File: src/rtl/mult_div_unit.sv
// Multi-cycle multiply/divide unit: 64-bit HI/LO results tagged with the physical destination.
// Multiplies complete after MULT_LATENCY edges; divides use a 32-step restoring divider plus a sign-fix step.
module mult_div_unit #(
  parameter int unsigned MULT_LATENCY = 3,
  parameter int unsigned PREG_WIDTH   = 6
) (
  input  logic                  clk,
  input  logic                  resetn,
  input  logic                  flush,
  input  logic                  in_valid,
  output logic                  in_ready,
  input  logic [2:0]            in_op,
  input  logic [31:0]           in_src1,
  input  logic [31:0]           in_src2,
  input  logic [PREG_WIDTH-1:0] in_dst,
  output logic                  out_valid,
  input  logic                  out_ready,
  output logic [31:0]           out_hi,
  output logic [31:0]           out_lo,
  output logic [PREG_WIDTH-1:0] out_dst,
  output logic                  busy
);

  localparam int unsigned DATA_W = 32;
  localparam int unsigned CNT_W  = 5;

  localparam logic [2:0] OP_MULT  = 3'd0;
  localparam logic [2:0] OP_MULTU = 3'd1;
  localparam logic [2:0] OP_DIV   = 3'd2;
  localparam logic [2:0] OP_DIVU  = 3'd3;

  typedef enum logic [2:0] {
    S_IDLE,
    S_MUL,
    S_DIV,
    S_FIX,
    S_DONE
  } state_t;

  state_t                  state;
  logic [CNT_W-1:0]        cnt;
  logic                    sgn_q;
  logic [DATA_W-1:0]       a_q;
  logic [DATA_W-1:0]       b_q;
  logic [PREG_WIDTH-1:0]   dst_q;
  logic [DATA_W-1:0]       quo_q;
  logic [DATA_W-1:0]       rem_q;
  logic [DATA_W-1:0]       dvs_q;
  logic                    qneg_q;
  logic                    rneg_q;
  logic                    dbz_q;

  logic                    accept;
  logic                    in_sgn;
  logic [DATA_W:0]         rem_sh;
  logic [DATA_W:0]         diff;
  logic                    ge;
  logic [DATA_W-1:0]       quo_nxt;
  logic [DATA_W-1:0]       rem_nxt;
  logic [2*DATA_W-1:0]     prod_q;
  logic [2*DATA_W-1:0]     prod_in;
  logic [DATA_W-1:0]       fix_lo;
  logic [DATA_W-1:0]       fix_hi;

  // Low 64 bits of a 64x64 product give the exact signed or unsigned 32x32 result.
  function automatic logic [2*DATA_W-1:0] mul_full(input logic sgn,
                                                   input logic [DATA_W-1:0] a,
                                                   input logic [DATA_W-1:0] b);
    logic [2*DATA_W-1:0] ea;
    logic [2*DATA_W-1:0] eb;
    ea = {{DATA_W{sgn & a[DATA_W-1]}}, a};
    eb = {{DATA_W{sgn & b[DATA_W-1]}}, b};
    return ea * eb;
  endfunction

  function automatic logic [DATA_W-1:0] mag(input logic sgn, input logic [DATA_W-1:0] x);
    return (sgn & x[DATA_W-1]) ? -x : x;
  endfunction

  assign busy     = (state != S_IDLE);
  assign in_ready = (state == S_IDLE) | ((state == S_DONE) & out_ready);
  assign accept   = in_valid & in_ready & ~flush;
  assign in_sgn   = ~in_op[0];

  // One restoring-division step: shift in the next dividend bit and try subtracting.
  always_comb begin
    rem_sh  = {rem_q, quo_q[DATA_W-1]};
    diff    = rem_sh - {1'b0, dvs_q};
    ge      = ~diff[DATA_W];
    rem_nxt = ge ? diff[DATA_W-1:0] : rem_sh[DATA_W-1:0];
    quo_nxt = {quo_q[DATA_W-2:0], ge};
  end

  // Sign correction; divide-by-zero overrides the iterated result.
  always_comb begin
    prod_q  = mul_full(sgn_q, a_q, b_q);
    prod_in = mul_full(in_sgn, in_src1, in_src2);
    fix_lo  = dbz_q ? '1  : (qneg_q ? -quo_q : quo_q);
    fix_hi  = dbz_q ? a_q : (rneg_q ? -rem_q : rem_q);
  end

  always_ff @(posedge clk or negedge resetn) begin
    if (!resetn) begin
      state     <= S_IDLE;
      cnt       <= '0;
      sgn_q     <= 1'b0;
      a_q       <= '0;
      b_q       <= '0;
      dst_q     <= '0;
      quo_q     <= '0;
      rem_q     <= '0;
      dvs_q     <= '0;
      qneg_q    <= 1'b0;
      rneg_q    <= 1'b0;
      dbz_q     <= 1'b0;
      out_valid <= 1'b0;
      out_hi    <= '0;
      out_lo    <= '0;
      out_dst   <= '0;
    end else if (flush) begin
      state     <= S_IDLE;
      cnt       <= '0;
      out_valid <= 1'b0;
    end else if (accept) begin
      sgn_q     <= in_sgn;
      a_q       <= in_src1;
      b_q       <= in_src2;
      dst_q     <= in_dst;
      out_valid <= 1'b0;
      case (in_op)
        OP_MULT, OP_MULTU: begin
          if (MULT_LATENCY == 1) begin
            state     <= S_DONE;
            out_valid <= 1'b1;
            out_hi    <= prod_in[2*DATA_W-1:DATA_W];
            out_lo    <= prod_in[DATA_W-1:0];
            out_dst   <= in_dst;
          end else begin
            state <= S_MUL;
            cnt   <= CNT_W'(MULT_LATENCY - 1);
          end
        end
        OP_DIV, OP_DIVU: begin
          state  <= S_DIV;
          cnt    <= CNT_W'(DATA_W - 1);
          quo_q  <= mag(in_sgn, in_src1);
          rem_q  <= '0;
          dvs_q  <= mag(in_sgn, in_src2);
          qneg_q <= in_sgn & (in_src1[DATA_W-1] ^ in_src2[DATA_W-1]);
          rneg_q <= in_sgn & in_src1[DATA_W-1];
          dbz_q  <= (in_src2 == '0);
        end
        default: begin
          state     <= S_DONE;
          out_valid <= 1'b1;
          out_hi    <= '0;
          out_lo    <= '0;
          out_dst   <= in_dst;
        end
      endcase
    end else begin
      case (state)
        S_MUL: begin
          if (cnt == '0) begin
            state     <= S_DONE;
            out_valid <= 1'b1;
            out_hi    <= prod_q[2*DATA_W-1:DATA_W];
            out_lo    <= prod_q[DATA_W-1:0];
            out_dst   <= dst_q;
          end else begin
            cnt <= cnt - 1'b1;
          end
        end
        S_DIV: begin
          quo_q <= quo_nxt;
          rem_q <= rem_nxt;
          if (cnt == '0) begin
            state <= S_FIX;
          end else begin
            cnt <= cnt - 1'b1;
          end
        end
        S_FIX: begin
          state     <= S_DONE;
          out_valid <= 1'b1;
          out_hi    <= fix_hi;
          out_lo    <= fix_lo;
          out_dst   <= dst_q;
        end
        S_DONE: begin
          if (out_ready) begin
            state     <= S_IDLE;
            out_valid <= 1'b0;
          end
        end
        default: begin
          state <= S_IDLE;
        end
      endcase
    end
  end

endmodule

File: config.mk
export PLATFORM = sky130hd
export DESIGN_NAME = mult_div_unit
export DESIGN_NICKNAME = d
export VERILOG_FILES = /design/src/rtl/mult_div_unit.sv
export SDC_FILE = /design/constraint.sdc
export NUM_CORES = 2
export LEC_CHECK = 0
export ABC_CLOCK_PERIOD_IN_PS = 10800
export CAP_MARGIN = 20
export CORE_MARGIN = 4
export CORE_UTILIZATION = 30
export DETAILED_ROUTE_END_ITERATION = 12
export DONT_BUFFER_PORTS = 1
export PLACE_DENSITY = 0.5
export SYNTH_ARGS = -nofsm -noshare
export SYNTH_HDL_FRONTEND = slang
export SYNTH_SLANG_ARGS = --single-unit
File: constraint.sdc
create_clock -name clk -period 10.8 [get_ports clk]
set_input_delay 1.08 -clock clk [delete_from_list [all_inputs] [get_ports clk]]
set_output_delay 1.08 -clock clk [all_outputs]
set_load 0.01 [all_outputs]
## Word-level counts from Yosys, hierarchy flattened

Index checks and enable logic that the tools add are counted.

- Memory bits (read-only): 0
- Latch bits: 0
- Logic and storage cells: 113
- Bits in registers: 249
- RAM bits: 0
- Memories: 0
- Bits of input ports: 78

- Equality and inequality tests: 15
- Shift-type cells: 0
- Add/sub/neg operators: 6
- Multiply operators: 1
- Muxes and demuxes: 42
- Reduce and logical (&&, ||, !) cells: 20
- Bitwise logic cells: 13
- Order comparisons: 0
- Divide/modulo/power cells: 0

Operators with widths:

| kind | count |
|---|---|
| $mux 32 | 18 |
| $neg 32->32 | 4 |
| $pmux 32 s2 | 2 |
| $mul 33x33->64 | 1 |
| $sub 33x32->33 | 1 |
| $logic_not 32->1 | 1 |
| $mux 5 | 4 |
| $mux 6 | 3 |
| $mux 3 | 5 |
| $reduce_and 3->1 | 5 |
| $eq 3x2->1 const B | 4 |
| $ne 4x4->1 const B | 3 |
| $pmux 3 s4 | 1 |
| $pmux 6 s2 | 1 |
| $pmux 5 s2 | 1 |
| $reduce_bool 3->1 | 3 |
| $and 1x1->1 | 8 |
| $eq 3x1->1 const B | 2 |
| $logic_not 3->1 | 2 |
| $ne 3x3->1 const B | 2 |
| $pmux 3 s2 | 1 |
| $reduce_or 2->1 | 3 |
| $logic_not 5->1 | 1 |
| $mux 1 | 5 |
| other kinds (14) | 16 |

## Longest topological paths before layout

- Depth in word-level cells: 7
- Mapped depth: 31
- Gate-level depth less buffers: 28

## Least setup slack after synthesis

OpenSTA, ideal clock, no wires.

- Kind: register to register
- From: register a_q[31]
- To: register out_hi[29]
- Path slack: 2,687 ps
- Arrival: 7,982 ps
- Stages on the path, launching flop included: 31
- Clock period less this slack: 8,113 ps
- Buffers on the path: 2
- Cells stage by stage: dfrtp_1 clkbuf_1 and2_1 clkbuf_1 nand2_1 inv_1 fa_1 inv_1 fa_1 inv_1 fa_1 fa_1 inv_1 fa_1 inv_1 fa_1 inv_1 fa_1 fa_1 inv_1 ha_1 a21o_1 a21o_1 a21o_1 a21oi_1 o21ai_0 a31o_2 a41o_1 a41oi_1 xor2_1 o21ai_1

- Word-level cells in the longest chain between the ends: 5

RTL lines:

| element | RTL line | RTL |
|---|---|---|
| start: declaration | 43 | `logic [DATA_W-1:0] a_q;` |
| start signal: assignment | 126 | `a_q <= in_src1;` |
| $and 1x1->1 | 71 | `ea = {{DATA_W{sgn & a[DATA_W-1]}}, a};` |
| $mul 33x33->64 * | 73 | `return ea * eb;` |
| $mux 32 * | 164 | `if (cnt == '0) begin` |
| $pmux 32 s2 * | 162 | `case (state)` |
| $mux 32 * | 124 | `end else if (accept) begin` |
| end signal: assignment | 135 | `out_hi <= prod_in[2*DATA_W-1:DATA_W];` |
| end signal: assignment | 167 | `out_hi <= prod_q[2*DATA_W-1:DATA_W];` |
| end signal: assignment | 186 | `out_hi <= fix_hi;` |
| end: declaration | 18 | `output logic [31:0] out_hi,` |

Every way passes the cells marked *; elsewhere a longest branch is shown, timed or not. The select of a mux whose other input is x is not followed.
A chain may end at the register's enable or synchronous reset.

## Worst setup path after layout

- From: register sgn_q
- To: register out_hi[30]

- Word-level cells in the longest chain between the ends: 5
- Elaborated cells on any way between the ends: 6
- Classes of those cells: mul: 1; mux: 3; bitwise: 2

RTL lines:

| element | RTL line | RTL |
|---|---|---|
| start: declaration | 42 | `logic sgn_q;` |
| start signal: assignment | 125 | `sgn_q <= in_sgn;` |
| $and 1x1->1, on equally long branches | 71, 72 |  |
| $mul 33x33->64 * | 73 |  |
| $mux 32 * | 164 |  |
| $pmux 32 s2 * | 162 |  |
| $mux 32 * | 124 |  |

Marked as above.

==> results by stage <==
Status:
- The flow ran to the end, and the final reports show no timing, DRC or antenna violations.

Die:
- The die boundary width is 428 um.
- In this run the vertical extent of the chip is between 400 and 500 um.
- The die covers 0.183 mm^2.
- The core region is 0.175 mm^2.
- The initial core utilization is 30.3%.
- In this run the count of I/O pins placed on the die edge is 151.
- The count of standard-cell rows is 153.

Synth:
- The number of nets handed over by synthesis was 7470.
- The proportion of synthesized flip-flops having asynchronous set or reset is 100%.
- The number of different library cells in the post-synthesis netlist is 83.
- The synthesized netlist devotes under 10% of its cell area to XOR and XNOR gates.
- The sequential element share of the synthesized area is 11.8%.
- The synthesized flop and latch total is 249.
- The mapped cell area is between 0.05 and 0.06 mm^2.
- The synthesized instance count is 6016.
- Of the total synthesized cell area, the portion taken by AND, OR, NAND and NOR gates is between 10% and 20%.
- The synthesized design contains 0 enable-type register cells.
- For this run, the number of Yosys warnings is 0.
- Among all flip-flop cells after synthesis, the most frequent one is dfrtp_1.
- Measured against the total synthesized area, the mux share comes to 0.591%.
- The dominant combinational cell family by area after synthesis is adder cells.
- The synthesized netlist devotes 8.27% of its cell area to compound gates.
- Summing the areas of all fa, ha and maj instances in the mapped netlist gives about half of the synthesized area.
- Averaged over all synthesized cells, the footprint is ~8.8 um^2.

STA:
- The count of pins over their slew limit is 0.
- The minimum setup slack in the final design is 1050 ps.
- The final clock skew is 25.4 ps.
- The final critical-path share of the clock period is 90.3%.
- The transition time of the tightest slew-check pin is 1130 ps.
- After layout, the minimum clock period comes to 9750 ps.
- The number of failing hold endpoints at the final stage came to 0.
- The final-layout setup total negative slack is 0 ps.
- Setup repair after global routing left no endpoint under its margin.
- The number of endpoints failing setup at the final stage is 0.
- The remaining max-slew budget at the tightest pin is 24.1%.
- Based on the critical path, the design can be clocked at up to approximately 100 MHz.

GRT:
- Summed over all layers, the global routing overflow is 0.
- The global-route total usage across every layer is 19.2%.
- The initial antenna violation count is 4.
- Entering global routing, the biggest net connects 250 pins.
- The first global-routing pass estimated approximately 270000 um of wire.
- The via count of the first global-routing pass is 42977.

Clock network:
- The clock reaches the later pin of the worst-skew pair after 580 ps.
- The post-CTS setup repair buffer count is 0.
- The post-cts sizing count is 0.
- No sink is reached through more buffers than the 3 on the longest clock path.
- TritonCTS built the clock tree.
- The clock-pin slew on the worst setup and hold paths is 60 ps.
- CTS saw roughly 250 sinks.
- The tree is rooted in a clkbuf_16.
- After clock tree synthesis, the flow added hold-fix buffers numbering 0.
- The number of levels the H-tree was split into is 2.
- The number of buffers added by the clock tree synthesis step is 37.

Setup path:
- The worst register-to-register path has a depth of 27.
- The critical path start-end classification is flip-flop to flip-flop.
- The worst reg2reg path startpoint is sgn_q$_DFFE_PN0P_.
- The category of the worst setup path capture point is a flip-flop.
- The type of element launching the critical path is a flip-flop.
- In this run the worst path has a maximum fanout of 13.
- The startpoint of the most critical setup path is sgn_q$_DFFE_PN0P_.
- The worst path required time is 11290 ps.
- The data arrival time at the worst-slack endpoint is 10240 ps.

Final layout:
- The final net count is 7256.
- From synthesis to final layout, the design area changed by 7.15%.
- The share of layout cells above drive strength 1 is under 10%.
- The commonest non-fill, non-tap cell in the layout is inv_1.
- Leaving out fill and tap cells, the most frequent cells in the layout are inv_1, nand2_1, fa_1, and2_1, ha_1.
- The non-filler instance count after layout is 8156.

Detailed routing:
- Wires add up to around 170000 um.
- After detailed routing, the average wire length per cell comes to 21.4 um.
- The pre-antenna-repair detailed-routing pass consisted of 6 iterations.
- The number of vias per cell is roughly 5.
- Summing over every cut layer, the via total after detailed routing is 40160.
- The final routed DRC violation total is 0.
- The first routing iteration left 2661 violations.
- The count of nets left with antenna violations once routing finished came out at 0.

Place:
- The placer's final routability congestion estimate is between 0.9 and 1.
- The wire-length estimate of the detail-placed layout is 141000 um.
- The pre-CTS setup slack is 1300 ps.
- Input and output buffers added on the ports amount to 0.
- The number of placed instances with taps included is 8084.

Job:
- The number of max-cap violations is 0.

Min path:
- The min-delay analysis places its worst path in the category input port to async pin.
## final timing paths
check	end	slack (ps)
min reg2reg	dst_q[2]$_DFFE_PN0P_	470
max in group asynchronous	a_q[4]$_DFFE_PN0P_	9830
max	out_hi[30]$_DFFE_PN0P_	1050
min	cnt[1]$_DFFE_PN0P_	210
min in group clk	dst_q[2]$_DFFE_PN0P_	470
max reg2reg	out_hi[30]$_DFFE_PN0P_	1050
## per-layer routing
metal | vias to the layer above | GRT usage (%) | part of all wire (%)
met3 | 223 | 1.70 | 4.6
li1 | 17703 | - | -
met4 | 2 | 5.93 | 3.7
met5 | - | 0 | 0.0074
met2 | 1061 | 33.5 | 50
met1 | 21171 | 25.2 | 41
## flip-flops by register name, indices dropped and copies added (netlist names)
| name | flops |
|---|---|
| a_q | 32 |
| b_q | 32 |
| dvs_q | 32 |
| out_hi | 32 |
| out_lo | 32 |
| quo_q | 32 |
| rem_q | 32 |
| dst_q | 6 |
| out_dst | 6 |
| cnt | 5 |
| state | 3 |
| dbz_q | 1 |
| out_valid | 1 |
| qneg_q | 1 |
| rneg_q | 1 |
| sgn_q | 1 |
## critical path, stage by stage (launching register included)
cell and delay, ps:
dfrtp_1 450, and2_1 600, nand2_1 260, inv_1 140, fa_1 400, inv_1 240
fa_1 510, inv_1 200, fa_1 480, fa_1 870, inv_1 360, fa_1 580
inv_1 60, fa_1 560, inv_1 60, fa_1 450, fa_1 490, inv_1 40
ha_1 450, inv_1 70, nor3_1 720, nand4_1 170, a21oi_1 510, o31ai_2 180
a21boi_1 270, a211oi_2 140, o41ai_1 220, nand4b_1 150
## final cells by class
cell class                 instances  area, um^2
clock buffer                      46        1010
inverter                        1189        4460
fill                           18345      118000
antenna                            2        5.00
tap                             2325        2910
sequential                       249        6240
multi-input combinational       4220       40900
timing repair buffer             105         842
clock inverter                    20         338
## through the flow
stage | util [%] | cell area [um^2] | hold slack (ps)
after floorplan | - | 53000 | 440
after global placement | 31.7 | 55300 | 453
final | 32.5 | 56800 | 208
after global routing | 32.5 | 56700 | 182
after detailed placement | 31.7 | 55300 | 461
after CTS | 32.4 | 56700 | 167
## cell usage after synthesis (14+ instances only)
cell type | instances | share of area [%]
o221ai_1 | 18 | 0.30
nand3_1 | 38 | 0.36
dfrtp_1 | 249 | 12
a21o_1 | 47 | 0.67
o21ai_0 | 206 | 1.9
xnor2_1 | 132 | 2.2
fa_1 | 1126 | 43
a31oi_1 | 17 | 0.20
a22oi_1 | 22 | 0.31
a21oi_1 | 160 | 1.5
or2_2 | 14 | 0.17
and3_1 | 30 | 0.35
nand2b_1 | 17 | 0.20
and2_1 | 353 | 4.2
nand2_1 | 1138 | 8.1
nand4_1 | 24 | 0.28
nor4_1 | 15 | 0.18
or3_1 | 26 | 0.31
o21a_1 | 17 | 0.24
o21bai_1 | 20 | 0.28
inv_1 | 1189 | 8.4
nor2_1 | 168 | 1.2
xor2_1 | 89 | 1.5
clkbuf_1 | 342 | 2.4
o21ai_1 | 39 | 0.37
o41ai_1 | 15 | 0.25
nor3_1 | 34 | 0.32
ha_1 | 250 | 5.9
o31ai_1 | 35 | 0.50
mux2i_1 | 29 | 0.55
## cell families after synthesis
family / after synthesis
simple gates: 1895
buf+inv: 1547
fa+ha+maj: 1376
xor+xnor: 222
compound gates: 696
flops: 249
mux: 31
Power is left out: the tool's default activity adds up to more than one toggle a clock period on the data nets, which glitch-free logic cannot reach.
